<file path="src/rtl/fir_fft_framer.sv">
// fir_fft_framer: sits behind the 67-tap low-pass FIR and prepares FFT input.
// Keeps one of every DEC_FACTOR valid samples and clips it to OUT_W bits.
// Kept samples are packed into FRAME_LEN-sample frames held in two ping-pong banks.
// Finished frames stream out over valid/ready with start- and end-of-frame markers.
module fir_fft_framer #(
    parameter int DEC_FACTOR = 4,
    parameter int FRAME_LEN  = 64,
    parameter int IN_W       = 32,
    parameter int OUT_W      = 16
) (
    input  logic                    CLK,
    input  logic                    RST,
    input  logic                    IN_VALID,
    input  logic signed [IN_W-1:0]  Y_IN,
    output logic signed [OUT_W-1:0] OUT_DATA,
    output logic                    OUT_VALID,
    input  logic                    OUT_READY,
    output logic                    OUT_SOF,
    output logic                    OUT_EOF,
    output logic                    SAT_FLAG,
    output logic [15:0]             DROP_CNT
);

    localparam int IDX_W = $clog2(FRAME_LEN);
    localparam int DEC_W = (DEC_FACTOR > 1) ? $clog2(DEC_FACTOR) : 1;

    localparam logic signed [IN_W-1:0] SAT_MAX = {{(IN_W-OUT_W+1){1'b0}}, {(OUT_W-1){1'b1}}};
    localparam logic signed [IN_W-1:0] SAT_MIN = ~SAT_MAX;
    localparam logic [IDX_W-1:0]       LAST_IDX = IDX_W'(FRAME_LEN - 1);
    localparam logic [DEC_W-1:0]       DEC_LAST = DEC_W'(DEC_FACTOR - 1);

    typedef enum logic {IDLE, STREAM} rd_state_t;

    rd_state_t state, state_next;

    // Both banks live in one array; the bank number is the top address bit.
    logic signed [OUT_W-1:0] mem [2*FRAME_LEN];

    logic [DEC_W-1:0] dec_cnt;
    logic             wr_bank, rd_bank;
    logic [IDX_W-1:0] wr_idx, rd_idx;
    logic [1:0]       full;

    logic                    keep, clip_hi, clip_lo, wr_free, do_write, do_drop, wr_last;
    logic                    beat, last_beat;
    logic signed [OUT_W-1:0] sat_sample;
    logic [1:0]              set_mask, rel_mask;

    // Decimation, saturation and bank hand-off decisions for the current cycle.
    always_comb begin
        keep       = IN_VALID && (dec_cnt == '0);
        clip_hi    = Y_IN > SAT_MAX;
        clip_lo    = Y_IN < SAT_MIN;
        sat_sample = clip_hi ? SAT_MAX[OUT_W-1:0] : (clip_lo ? SAT_MIN[OUT_W-1:0] : Y_IN[OUT_W-1:0]);
        beat       = (state == STREAM) && OUT_READY;
        last_beat  = beat && (rd_idx == LAST_IDX);
        // A bank emptied by the reader on this very edge may be refilled immediately.
        wr_free    = !full[wr_bank] || (last_beat && (rd_bank == wr_bank));
        do_write   = keep && wr_free;
        do_drop    = keep && !wr_free;
        wr_last    = do_write && (wr_idx == LAST_IDX);
        set_mask   = wr_last ? (wr_bank ? 2'b10 : 2'b01) : 2'b00;
        rel_mask   = last_beat ? (rd_bank ? 2'b10 : 2'b01) : 2'b00;
    end

    // Decimation phase counter; only valid input cycles advance it.
    always_ff @(posedge CLK) begin
        if (RST) begin
            dec_cnt <= '0;
        end else if (IN_VALID) begin
            dec_cnt <= (dec_cnt == DEC_LAST) ? '0 : dec_cnt + DEC_W'(1);
        end
    end

    // Sample storage; contents are not cleared by reset because the full flags gate all reads.
    always_ff @(posedge CLK) begin
        if (!RST && do_write) begin
            mem[{wr_bank, wr_idx}] <= sat_sample;
        end
    end

    // Write pointer, sticky clip flag and saturating drop counter.
    always_ff @(posedge CLK) begin
        if (RST) begin
            wr_idx   <= '0;
            wr_bank  <= 1'b0;
            SAT_FLAG <= 1'b0;
            DROP_CNT <= '0;
        end else begin
            if (do_write) begin
                if (wr_last) begin
                    wr_idx  <= '0;
                    wr_bank <= !wr_bank;
                end else begin
                    wr_idx <= wr_idx + IDX_W'(1);
                end
            end
            if (keep && (clip_hi || clip_lo)) begin
                SAT_FLAG <= 1'b1;
            end
            if (do_drop && (DROP_CNT != 16'hFFFF)) begin
                DROP_CNT <= DROP_CNT + 16'd1;
            end
        end
    end

    // Per-bank full flags: set by the writer on frame completion, cleared by the reader at EOF.
    always_ff @(posedge CLK) begin
        if (RST) begin
            full <= '0;
        end else begin
            full <= (full & ~rel_mask) | set_mask;
        end
    end

    // Read FSM state register.
    always_ff @(posedge CLK) begin
        if (RST) begin
            state <= IDLE;
        end else begin
            state <= state_next;
        end
    end

    // Read FSM next state; a full partner bank at EOF keeps the stream going without a bubble.
    always_comb begin
        state_next = state;
        case (state)
            IDLE: begin
                if (full[rd_bank]) begin
                    state_next = STREAM;
                end
            end
            STREAM: begin
                if (last_beat) begin
                    state_next = full[!rd_bank] ? STREAM : IDLE;
                end
            end
            default: state_next = IDLE;
        endcase
    end

    // Read pointer; it only moves on an accepted beat so stalled outputs stay put.
    always_ff @(posedge CLK) begin
        if (RST) begin
            rd_idx  <= '0;
            rd_bank <= 1'b0;
        end else if (beat) begin
            if (last_beat) begin
                rd_idx  <= '0;
                rd_bank <= !rd_bank;
            end else begin
                rd_idx <= rd_idx + IDX_W'(1);
            end
        end
    end

    // Stream outputs, driven straight from the bank being read.
    always_comb begin
        OUT_VALID = 1'b0;
        OUT_DATA  = '0;
        OUT_SOF   = 1'b0;
        OUT_EOF   = 1'b0;
        if (state == STREAM) begin
            OUT_VALID = 1'b1;
            OUT_DATA  = mem[{rd_bank, rd_idx}];
            OUT_SOF   = (rd_idx == '0);
            OUT_EOF   = (rd_idx == LAST_IDX);
        end
    end

endmodule

</file>
<file path="config.mk">
export PLATFORM = sky130hd
export DESIGN_NAME = fir_fft_framer
export DESIGN_NICKNAME = d
export VERILOG_FILES = /design/src/rtl/fir_fft_framer.sv
export SDC_FILE = /design/constraint.sdc
export NUM_CORES = 2
export LEC_CHECK = 0
export ABC_CLOCK_PERIOD_IN_PS = 10500
export CORE_MARGIN = 3
export CORE_UTILIZATION = 45
export CTS_CLUSTER_DIAMETER = 60
export DETAILED_ROUTE_END_ITERATION = 8
export PLACE_DENSITY = 0.68
export SLEW_MARGIN = 30
export SYNTH_ARGS = -nofsm -noshare
export SYNTH_HDL_FRONTEND = slang
export SYNTH_SLANG_ARGS = --single-unit
export TNS_END_PERCENT = 50
</file>
<file path="constraint.sdc">
create_clock -name CLK -period 10.5 [get_ports CLK]
set_clock_uncertainty 0.15 [all_clocks]
set_input_delay 1.575 -clock CLK [delete_from_list [all_inputs] [get_ports CLK]]
set_output_delay 1.575 -clock CLK [all_outputs]
set_load 0.1 [all_outputs]
</file>
== Word-level counts from Yosys, hierarchy flattened ==
Memory sizes are Yosys's and may differ from the RTL's.
Cells that the tools add are included.

* Register bits after elaboration: 36
* Bits in latches: 0
* Memory bits (writable): 2048
* Memory bits (read-only): 0
* Input bits: 36
* Memories: 1

{| class="wikitable"
|+ Memory list
! name !! words !! width !! read ports !! clocked after Yosys merged registers in !! write ports !! line !! RTL
|-
| mem || 128 || 16 || 1 || 0 || 1 || 37 || <nowiki>logic signed [OUT_W-1:0] mem [2*FRAME_LEN];</nowiki>
|}

* Add/subtract/negate cells: 4
* $mul: 0
* Div/mod/pow operators: 0
* $lt $le $gt $ge: 5
* Equality and inequality tests: 5
* Shift operators: 0
* Mux-type cells: 25
* Bitwise logic cells: 4
* Reduce and logical (&&, ||, !) cells: 21

{| class="wikitable"
|+ Operator list
! operator !! number
|-
| 2-to-1 mux 16 bit || 3
|-
| greater-than comparator 32 x 16 -> 1 bit, second input constant || 1
|-
| less-than comparator 32 x 16 -> 1 bit, second input constant || 1
|-
| adder 16 x 1 -> 16 bit, second input constant || 1
|-
| inequality test 16 bit, second input constant || 1
|-
| 2-to-1 mux 1 bit || 14
|-
| adder 6 x 1 -> 6 bit, second input constant || 2
|-
| == test 6 bit, second input constant || 2
|-
| 2-to-1 mux 6 bit || 2
|-
| logical AND 1 bit || 10
|-
| 2-to-1 mux 2 bit || 5
|-
| logical NOT 6 bit || 1
|-
| less-than comparator 1 x 2 -> 1 bit, second input constant || 3
|-
| logical NOT 1 bit || 5
|-
| AND reduction 2 bit || 2
|-
| adder 2 x 1 -> 2 bit, second input constant || 1
|-
| bitwise AND 2 bit || 1
|-
| == test 2 bit, second input constant || 1
|-
| logical NOT 2 bit || 1
|-
| logical OR 1 bit || 2
|-
| NOT 2 bit || 1
|-
| bitwise OR 2 bit || 1
|-
| one-hot mux 1 bit (2 select lines) || 1
|-
| == test 1 bit || 1
|-
| NOT 1 bit || 1
|}

== Logic depth before layout (Yosys ltp) ==
* Depth after elaboration: 8
* Gate-level depth with buffers: 11
* Mapped depth without buffers: 8

== Worst setup path before layout ==
No wires, ideal clock.

* Path type: flip-flop to output port
* From: register rd_idx[0]
* To: output OUT_DATA[10]
* Arrival: 3962 ps
* Required time: 8775 ps
* Setup slack: 4813 ps
* Cell stages (with the launch flop): 9
* Path buffers: 4
* Cell sequence: dfxtp_1 > buf_6 > buf_6 > buf_6 > buf_4 > mux4_2 > o32ai_1 > o21ai_1 > nor3_1

* Longest elaborated chain between the ends: 2

{| class="wikitable"
|+ Ends and longest elaborated chain
! item !! line !! RTL
|-
| start, declared || 41 || <nowiki>logic [IDX_W-1:0] wr_idx, rd_idx;</nowiki>
|-
| start signal, assigned || 153 || <nowiki>rd_idx <= rd_idx + IDX_W'(1);</nowiki>
|-
| memory (128 x 16 bit) || n/a ||
|-
| 2-to-1 mux 16 bit || 164 || <nowiki>if (state == STREAM) begin</nowiki>
|-
| end, declared || 15 || <nowiki>output logic signed [OUT_W-1:0] OUT_DATA,</nowiki>
|}

Every way passes these cells.

== Final worst setup path ==
* From: register rd_idx[0]
* To: output OUT_DATA[11]

Same word-level chain as after synthesis.

==> results.txt <==
The first detailed-routing pass ran for 6 iterations. Net switching is 20.4% of the power. Setup violations remaining at the end of the flow were counted as 0.

The top cell types in the final layout, fill and taps aside, are sky130_fd_sc_hd__edfxtp_1, sky130_fd_sc_hd__mux4_2, sky130_fd_sc_hd__clkbuf_16, sky130_fd_sc_hd__buf_4, sky130_fd_sc_hd__nor2_1. The run gives 2084 as the TritonCTS sink count. For the worst-skew pair, the clock arrives at the later sink with an insertion delay of 0.87 ns. The run finished with clean final reports. Headroom to the max-slew limit came out at 27.2%. The die span in y was 431 um; the buffer depth of the longest clock path was 3. The pin slew with the least headroom to its limit is 1.08 ns. TritonCTS built the clock tree. The min-delay analysis places its worst path in the category register to register. The wire length of the first global-routing pass is 303000 um, and the count of unresolved DRC violations after routing is 0. The number of nets in the synthesized netlist is 3818. In this run, distinct cell masters in the synthesized netlist total 81. The tool flagged a number of max-cap violations equal to 0. The floorplan step set the die width to 431 um.

The count of input and output buffers was 71. Buffers inserted to repair hold after CTS numbered 0. The setup total negative slack was 0 ns. Netlist area before placement: 81200 um2.

Dividing total power by cell area gives a power density of 178 nW/um2. Setup repair after global routing left no endpoint under its margin. The core region is 179000 um2.

The fraction of layout cells with a size suffix above 1 works out to 24.3%. Ranked by total cell area, the synthesized netlist is headed by sky130_fd_sc_hd__edfxtp_1, sky130_fd_sc_hd__mux4_2, sky130_fd_sc_hd__mux2i_1. The setup check on the worst reg-to-reg path leaves a slack of 4.67 ns. VDD sags by at most 169 uV.

The final-report hold violation count is 0, and the utilization after layout is 51.3%. The detail route stage leaves a number of antenna-violating nets equal to 0. The share of synthesized area in the top cell type comes to 75.7%. For the number of global-route vias before repair, the log shows 39800. The number of placement rows was 155; the post-synthesis cell count was 3776. The logs give 12 for the number of antenna violations at the first check in global routing and 6.33 ns for the worst endpoint data arrival time. The time the final worst path needs with I/O delays and setup came out at 8.06 ns.

The vias per cell is 6.21, and the number of cells upsized or downsized after cts is 0. In this run, CTS created clock tree buffers numbering 201. In this run the clock root is driven by a sky130_fd_sc_hd__clkbuf_16. At the worst endpoint, the required time is 8.78 ns.

The largest area contributor in the netlist was sky130_fd_sc_hd__edfxtp_1. Global routing consumed, over all layers together, 23.0% of the routing resources. The worst setup path is captured at an output pin. Dividing the detail-routed wire length by the instance count gives 32.4 um. The switching power was 3.33 mW. The die area was 186000 um2; the register area share after synthesis was 76.6%. The share of total power in sequential cells is 56.1%. Each instance of the synthesized netlist takes up on average 21.5 um2.

The initial utilization of the core area, before any placement, comes to 45.4%. At the end of the flow, the number of nets in the layout was 4074. After clock tree synthesis, the clock-pin slew on the worst setup and hold paths is 0.06 ns.

Summed over all layers, the global routing overflow is 0. Of all nets on the critical path, the largest fanout is 46. The relative contribution of the clock network to total power was 42.3%; the count of pins on the block boundary was 72.

The area added between synthesis and finish was 13.0%. The most frequently used flop master after synthesis is sky130_fd_sc_hd__edfxtp_1. The worst setup path is of the register to output pin kind. For this run, the top clock speed supported by timing is 0.124 GHz. The type of element launching the critical path was a register. Leaving out fill and tap cells, the most frequent cell in the layout is sky130_fd_sc_hd__edfxtp_1. The final-report max-slew violation count was 0; the internal cell power was 13.0 mW. Fill cells in the final layout number 13700.

Of the available clock period, the critical path in the final layout requires 76.8%. The tools report the count of vias placed by the detailed router as 40700. The H-tree was split into 4 levels.

Yosys mapped a number of flops with a built-in enable equal to 2048. The analysis attributes to cell leakage a power of 27.2 nW. For the global placer's final weighted congestion, the log shows 0.938. The number of buffers inserted by post-CTS setup repair is 0, and the share of synthesized registers carrying an async set or reset is 0%.

Once detailed placement completed, the half-perimeter wirelength came to 127000 um. Counting flops and latches in the post-synthesis netlist gives 2084. The share of total power dissipated in combinational logic is 1.6%. The largest net degree at the start of global routing was 124; the DRC violation total after the first TritonRoute iteration was 5815. The warning count from the yosys run was 0; the total length of routed wires was 212000 um.
[routing by layer]
layer	up-vias	GRT usage [%]	wire, um
met3	449	6.42	24300
met2	2437	34.2	96900
met5	-	0	41
met1	21500	32.1	81300
li1	16400	-	-
met4	6	9.77	9810
[Yosys cell counts, types with 15 or more instances]
cell,count
sky130_fd_sc_hd__buf_6,25
sky130_fd_sc_hd__and2_1,16
sky130_fd_sc_hd__dfxtp_1,36
sky130_fd_sc_hd__nor2b_1,18
sky130_fd_sc_hd__a211oi_1,22
sky130_fd_sc_hd__buf_1,19
sky130_fd_sc_hd__buf_2,67
sky130_fd_sc_hd__mux2i_1,124
sky130_fd_sc_hd__xor2_1,15
sky130_fd_sc_hd__mux4_2,485
sky130_fd_sc_hd__nor2_1,186
sky130_fd_sc_hd__edfxtp_1,2048
sky130_fd_sc_hd__o22ai_1,20
sky130_fd_sc_hd__nand2_1,139
sky130_fd_sc_hd__buf_4,35
sky130_fd_sc_hd__clkbuf_1,57
sky130_fd_sc_hd__o21a_1,15
sky130_fd_sc_hd__a22oi_1,32
sky130_fd_sc_hd__mux4_1,30
sky130_fd_sc_hd__nand3_1,68
sky130_fd_sc_hd__nor3_1,19
sky130_fd_sc_hd__a221oi_1,15
sky130_fd_sc_hd__o21ai_0,27
sky130_fd_sc_hd__a21oi_1,51
sky130_fd_sc_hd__and3_1,19
[power groups by stage]
| stage | combinational, mW | sequential [mW] | clock [mW] |
|---|---|---|---|
| after floorplan | 0.103 | 9.37 | 0 |
| after global placement | 0.241 | 9.35 | 0 |
| after detailed placement | 0.255 | 9.35 | 0 |
| after CTS | 0.254 | 9.18 | 6.99 |
| after global routing | 0.272 | 9.17 | 7.34 |
| final | 0.260 | 9.18 | 6.91 |
[state kept, by name, indices dropped and copies added, names as in the netlist]
name,flops
rd_bank,1
state,1
rd_idx,6
mem,2048
dec_cnt,2
SAT_FLAG,1
full,2
DROP_CNT,16
wr_idx,6
wr_bank,1
[cells by family after synthesis]
kind of cell / count (synthesis) / share of synthesized area [%]
flops: 2084 / 76.6
mux: 650 / 16.1
simple gates: 527 / 3.01
compound gates: 266 / 2.37
buf+inv: 222 / 1.62
xor+xnor: 21 / 0.226
fa+ha+maj: 6 / 0.0924
[final cells by class]
cell class | instances | area, um2 | share of cell area [%]
clock inverter | 114 | 1030 | 1.12
multi-input combinational | 1470 | 18000 | 19.6
tap | 2355 | 2950 | 3.21
sequential | 2084 | 62200 | 67.8
clock buffer | 258 | 5290 | 5.76
timing repair buffer | 261 | 2260 | 2.46
antenna | 6 | 15.0 | 0.0164
inverter | 14 | 57.6 | 0.0627
[per-stage QoR]
stage | hold WS (ns) | area [um2] | worst slack [ns] | power [mW] | std cells
floorplan | 0.337 | 81200 | 4.81 | 9.47 | 3776
global placement | 0.332 | 85400 | 3.33 | 9.59 | 6182
detailed placement | 0.357 | 85400 | 3.43 | 9.61 | 6182
CTS | 0.366 | 91700 | 2.50 | 16.4 | 6554
global route | 0.391 | 91800 | 2.34 | 16.8 | 6557
finish | 0.364 | 91800 | 2.44 | 16.3 | 6562
[final timing paths]
path | startpoint | endpoint | depth (start not counted)
hold reg to reg | SAT_FLAG | SAT_FLAG | 2
setup / recovery | rd_idx[0] | OUT_DATA[11] | 10
hold / removal | SAT_FLAG | SAT_FLAG | 2
setup reg to reg | rd_idx[0] | mem[35][0] | 9
[worst max-delay path: stages, from the launching register on]
cell                              delay, ns
sky130_fd_sc_hd__dfxtp_4               0.98
sky130_fd_sc_hd__buf_12                0.41
sky130_fd_sc_hd__buf_4                 0.39
sky130_fd_sc_hd__buf_4                 0.30
sky130_fd_sc_hd__mux4_2                0.61
sky130_fd_sc_hd__a22oi_1               0.26
sky130_fd_sc_hd__nor2_1                0.07
sky130_fd_sc_hd__nor3_1                0.84
sky130_fd_sc_hd__o2111ai_1             0.17
sky130_fd_sc_hd__and3_1                0.31
sky130_fd_sc_hd__clkdlybuf4s50_1       1.01
Note: power is estimated with default switching activity, not from simulation.
